`src/rtl/arb_pkg.sv`:
```
//------------------------------------------------------------------------------
// arb_pkg : shared sizes and state encoding for the round-robin arbiter
// Rev 1.0 : initial release
//------------------------------------------------------------------------------
`default_nettype none

package arb_pkg;
  localparam int NUM_REQ = 4;
  localparam int IDX_W   = 2;

  typedef enum logic {ARB_IDLE, ARB_BUSY} arb_state_t;
endpackage

`default_nettype wire

```
`src/rtl/decoder2to4.sv`:
```
//------------------------------------------------------------------------------
// decoder2to4 : 2-bit index to one-hot decoder with enable
// Rev 1.0 : initial release
//------------------------------------------------------------------------------
`default_nettype none

module decoder2to4 (
  input  logic [1:0] idx,
  input  logic       en,
  output logic [3:0] onehot
);

  always_comb begin
    onehot = 4'b0000;
    if (en) onehot = 4'b0001 << idx;
  end

endmodule

`default_nettype wire

```
`src/rtl/rr_pick4.sv`:
```
//------------------------------------------------------------------------------
// rr_pick4 : combinational rotating-priority picker, ptr has highest priority
// Rev 1.0 : initial release
//------------------------------------------------------------------------------
`default_nettype none

module rr_pick4
  import arb_pkg::*;
(
  input  logic [NUM_REQ-1:0] req,
  input  logic [IDX_W-1:0]   ptr,
  input  logic [NUM_REQ-1:0] mask,
  output logic               any,
  output logic [IDX_W-1:0]   idx
);

  logic [NUM_REQ-1:0] eligible;
  logic [IDX_W-1:0]   cand;

  assign eligible = req & ~mask;

  // Scan from the lowest priority upward so the last hit is the winner.
  always_comb begin
    any  = 1'b0;
    idx  = '0;
    cand = '0;
    for (int k = NUM_REQ - 1; k >= 0; k--) begin
      cand = ptr + IDX_W'(k);
      if (eligible[cand]) begin
        any = 1'b1;
        idx = cand;
      end
    end
  end

endmodule

`default_nettype wire

```
`src/rtl/rr_arbiter4.sv`:
```
//------------------------------------------------------------------------------
// rr_arbiter4 : 4-way round-robin arbiter, grant held until owner releases.
// Optional forced release after MAX_HOLD cycles when ARB_TIMEOUT_EN is defined.
// Rev 1.0 : initial release
//------------------------------------------------------------------------------
`default_nettype none

module rr_arbiter4
  import arb_pkg::*;
#(
  parameter int MAX_HOLD = 16
) (
  input  logic               clk,
  input  logic               rst_n,
  input  logic [NUM_REQ-1:0] req,
  input  logic               done,
  output logic [NUM_REQ-1:0] gnt,
  output logic [IDX_W-1:0]   gnt_idx,
  output logic               gnt_valid,
  output logic               timeout
);

  arb_state_t         state, state_n;
  logic [IDX_W-1:0]   ptr, ptr_n;
  logic [IDX_W-1:0]   idx_n;
  logic [NUM_REQ-1:0] gnt_n;
  logic [IDX_W-1:0]   pick_ptr;
  logic [NUM_REQ-1:0] pick_mask;
  logic               pick_any;
  logic [IDX_W-1:0]   pick_idx;
  logic               forced;
  logic               release_now;
  logic               load;

  assign release_now = (state == ARB_BUSY) && (done || !req[gnt_idx] || forced);

`ifdef ARB_TIMEOUT_EN
  localparam int HOLD_W = $clog2(MAX_HOLD);

  logic [HOLD_W-1:0] hold_cnt;

  assign forced  = (state == ARB_BUSY) && !done && (hold_cnt == HOLD_W'(MAX_HOLD - 1));
  assign timeout = forced;

  always_ff @(posedge clk or negedge rst_n) begin
    if (!rst_n)                 hold_cnt <= '0;
    else if (load)              hold_cnt <= '0;
    else if (state == ARB_BUSY) hold_cnt <= hold_cnt + HOLD_W'(1);
  end
`else
  assign forced  = 1'b0;
  assign timeout = 1'b0;
`endif

  rr_pick4 u_pick (
    .req  (req),
    .ptr  (pick_ptr),
    .mask (pick_mask),
    .any  (pick_any),
    .idx  (pick_idx)
  );

  // On release the current owner is masked and priority moves just past it.
  always_comb begin
    state_n   = state;
    ptr_n     = ptr;
    idx_n     = gnt_idx;
    pick_ptr  = ptr;
    pick_mask = '0;
    load      = 1'b0;
    case (state)
      ARB_IDLE: begin
        if (pick_any) begin
          state_n = ARB_BUSY;
          idx_n   = pick_idx;
          load    = 1'b1;
        end
      end
      ARB_BUSY: begin
        if (release_now) begin
          ptr_n     = gnt_idx + IDX_W'(1);
          pick_ptr  = gnt_idx + IDX_W'(1);
          pick_mask = gnt;
          if (pick_any) begin
            idx_n = pick_idx;
            load  = 1'b1;
          end else begin
            state_n = ARB_IDLE;
            idx_n   = '0;
          end
        end
      end
      default: state_n = ARB_IDLE;
    endcase
  end

  decoder2to4 u_dec (
    .idx    (idx_n),
    .en     (state_n == ARB_BUSY),
    .onehot (gnt_n)
  );

  always_ff @(posedge clk or negedge rst_n) begin
    if (!rst_n) begin
      state     <= ARB_IDLE;
      ptr       <= '0;
      gnt       <= '0;
      gnt_idx   <= '0;
      gnt_valid <= 1'b0;
    end else begin
      state     <= state_n;
      ptr       <= ptr_n;
      gnt       <= gnt_n;
      gnt_idx   <= idx_n;
      gnt_valid <= (state_n == ARB_BUSY);
    end
  end

endmodule

`default_nettype wire
```
`config.mk`:
```
export PLATFORM = sky130hd
export DESIGN_NAME = rr_arbiter4
export DESIGN_NICKNAME = d
export VERILOG_FILES = /design/src/rtl/arb_pkg.sv /design/src/rtl/decoder2to4.sv /design/src/rtl/rr_pick4.sv /design/src/rtl/rr_arbiter4.sv
export SDC_FILE = /design/constraint.sdc
export NUM_CORES = 1
export LEC_CHECK = 0
export ABC_CLOCK_PERIOD_IN_PS = 4700
export CORE_AREA = 2 2 39 41
export DETAILED_ROUTE_END_ITERATION = 8
export DIE_AREA = 0 0 41 43
export PLACE_DENSITY = 0.73
export SLEW_MARGIN = 20
export SYNTH_ARGS = -nofsm -noshare
export SYNTH_HDL_FRONTEND = slang
export SYNTH_HIERARCHICAL = 1
export SYNTH_SLANG_ARGS = --single-unit
export TNS_END_PERCENT = 20
```
`constraint.sdc`:
```
create_clock -name clk -period 4.7 [get_ports clk]
set_input_delay 0.94 -clock clk [delete_from_list [all_inputs] [get_ports clk]]
set_output_delay 0.94 -clock clk [all_outputs]
set_load 0.03 [all_outputs]
```
==> impl_metrics.env <==
export IMPL_drcViolationCount=0
export IMPL_grt_overflow=0
export IMPL_place_inst=90
export IMPL_cts_tree="yes"
export IMPL_ant_nets=0
export IMPL_min_path_type="reg -> reg"
export IMPL_seq_power_share_pct=28.9
export IMPL_synth_top_family_by_area="simple AND/OR/NAND/NOR gates"
export IMPL_drtIter0Drc=4
export IMPL_grt_pass1_vias=471
export IMPL_synth_xor_area_share_pct=0
export IMPL_clock_path_buffers=2
export IMPL_hold_viol=0
export IMPL_grt_max_degree=10
export IMPL_drv_slew=0
export IMPL_postCtsSetupBuffers=0
export IMPL_setup_viol=0
export IMPL_fin_worst_skew_ns=0.00416
export IMPL_async_flop_share_pct=100
export IMPL_endpoint_kind="register"
export IMPL_seq_area_frac_synth_pct=38.5
export IMPL_die_area_mm2=0.00176
export IMPL_syn_num_nets=69
export IMPL_synth_top_flop_cell="dfrtp_1"
export IMPL_yosysUniqueCellTypes=29
export IMPL_p_switching_mw=0.207
export IMPL_fin_cells=94
export IMPL_numCtsBuffers=3
export IMPL_reg2reg_from="gnt_idx[1]"
export IMPL_io_buffers=13
export IMPL_viasPerCell=5.40
export IMPL_cap_violations=0
export IMPL_vias=508
export IMPL_rsz0062_at_grt="no"
export IMPL_synth_adder_area_share_pct=0
export IMPL_worst_pin_slew_ns=0.614
export IMPL_grt_first_pass_wirelength_um=1970
export IMPL_swShare_pct=42.9
export IMPL_status="complete, no violations"
export IMPL_period_share_pct=77.5
export IMPL_die_h_um=43
export IMPL_reg2reg_to="gnt[1]"
export IMPL_wl_um=1220
export IMPL_synth_compound_area_share_pct=19.0
export IMPL_tns_ns=0
export IMPL_power_frac_comb_pct=58.9
export IMPL_htreeDepth=1
export IMPL_ys_seq_elements=9
export IMPL_yosysTopAreaCell="dfrtp_1"
export IMPL_n_antenna_cell=0
export IMPL_io_pins=15
export IMPL_syn_inst=62
export IMPL_p_int_mw=0.276
export IMPL_slew_headroom_pct=58.6
export IMPL_syn_cell_area_um2=586
export IMPL_std_cell_rows=14
export IMPL_post_route_cells_drive_above_1_share_pct=11.5
export IMPL_arrival_ns=3.79
export IMPL_synth_top_area_share_pct=38.5
export IMPL_endpoint="gnt[1]"
export IMPL_startpoint="req[3]"
export IMPL_power_density_mw_per_mm2=640
export IMPL_period_needed_ns=3.64
export IMPL_antenna_found_initial=0
export IMPL_place_congestion=0.754
export IMPL_worst_r2r_path_depth=10
export IMPL_required_ns=4.85
export IMPL_fmax_mhz=275
export IMPL_synth_area_mux_share_pct=3.42
export IMPL_clkPwrFrac_pct=12.2
export IMPL_reg2reg_slack_ns=1.66
export IMPL_area_growth_pct=28.8
export IMPL_power_leakage_nw=0.314
export IMPL_peakVddDrop_v=0.000249
export IMPL_start_util_pct=42.3
export IMPL_fin_nets=86
export IMPL_yosysWarnings=6
export IMPL_clk_latency_ns=0.26
export IMPL_synth_edff_count=0
export IMPL_crit_fanout=5
export IMPL_syn_area_per_cell_um2=9.44
export IMPL_ctsResizeCount=0
export IMPL_chipWidth_um=41
export IMPL_grtUsageTotal_pct=16.6
export IMPL_cts_root_buf="clkbuf_4"
export IMPL_ys_top_cells_by_count="9 x dfrtp_1, 5 x nand2_1, 4 x and2_1, 4 x o21a_1, 4 x o21ai_0"
export IMPL_startpoint_type="input port"
export IMPL_critical_path_class="in -> reg"
export IMPL_cts_clk_slew_worst_paths_ns=0.06
export IMPL_yosys_area_share_simple_pct=35.9
export IMPL_core_mm2=0.00138
export IMPL_clkSinkCount=9
export IMPL_synth_area_leaders="dfrtp_1 38%, o21a_1 5.1%, and3b_1 4.5%"
export IMPL_synth_most_common_cell="dfrtp_1"
export IMPL_drt_pass1_iterations=4
export IMPL_wl_per_cell_um=12.9
export IMPL_ctsHoldBuffers=0
per-layer routing:
layer | vias up | global-route usage [%] | wire length [µm]
met4 | 0 | 10.0 | 18
met2 | 9 | 25.0 | 587
met5 | - | 0 | 0
met3 | 2 | 1.57 | 46
li1 | 257 | - | -
met1 | 240 | 22.0 | 565
registers in the layout, indices dropped and copies added, names as in the netlist:
signal	count
gnt_idx	2
ptr	2
gnt	4
state	1
cells by family (layout without fill, tap and decap cells):
family / after synthesis / after routing
AND/OR/NAND/NOR: 31 / 31
buffers and inverters: 3 / 19
other: 1 / 1
multiplexers: 2 / 2
AO/OA/AOI/OAI: 16 / 16
flip-flops: 9 / 9
worst min path at each step:
stage,depth (start not counted),start,to,slack (ns)
2_1_floorplan,1,ptr[1],ptr[1],0.53
3_3_place_gp,1,ptr[1],ptr[1],0.57
3_5_place_dp,1,ptr[1],ptr[1],0.58
4_1_cts,1,ptr[1],ptr[1],0.59
5_1_grt,1,ptr[1],ptr[1],0.63
6_report,1,ptr[1],ptr[1],0.59
power groups by stage:
stage | Combinational [mW] | Clock (mW) | Sequential, mW
5_1_grt | 0.313 | 0.0640 | 0.145
3_5_place_dp | 0.287 | 0 | 0.142
4_1_cts | 0.288 | 0.0622 | 0.141
6_report | 0.284 | 0.0589 | 0.140
2_1_floorplan | 0.157 | 0 | 0.181
3_3_place_gp | 0.283 | 0 | 0.141
final cells by class:
type                            count  area (µm²)
Fill cell                         135         629
Multi-Input combinational cell     50         345
Sequential cell                     9         225
Timing Repair Buffer               13         130
Clock buffer                        4        26.3
Tap cell                           16        20.0
Inverter                            2        7.51
worst max-delay path: stages:
cell	delay (ns)
clkdlybuf4s50_1	0.44
mux2i_1	0.25
o21ai_1	0.14
nor2_1	0.23
and2_1	0.23
and3b_1	0.21
or3b_1	0.35
a2bb2oi_1	0.16
nand2_1	0.08
o31ai_1	0.51
and3b_1	0.25
cells in the final DEF (no fill, tap or decap):
cell type and count:
nor2_1 3, o31a_2 1, mux2i_1 2, o32ai_1 1, clkbuf_4 3, clkbuf_1 1, dfrtp_1 9, or3b_1 1
inv_1 2, a211oi_1 1, o21ai_0 4, o31ai_1 1, clkdlybuf4s50_1 13, nand2_1 5, and3_2 1, or3_1 1
nor4_1 2, conb_1 1, o21a_1 4, a2bb2oi_1 1, o2111ai_1 1, o21ai_1 1, nor3b_1 3, nor3_1 1
nor3b_2 2, and2_4 1, and2_1 4, nand2b_4 1, and3b_1 3, nand2b_1 3, a21oi_1 1
stage by stage:
step	utilization [%]	total power, mW	cell area, µm²	hold slack, ns	worst slack (ns)
6_report	54.5	0.483	754	0.590	1.06
5_1_grt	54.5	0.523	754	0.626	0.777
4_1_cts	54.5	0.491	754	0.592	1.01
3_5_place_dp	52.6	0.429	728	0.578	0.744
3_3_place_gp	52.6	0.424	728	0.572	0.832
2_1_floorplan	-	0.338	586	0.532	1.66
(Power assumes the default switching activity.)
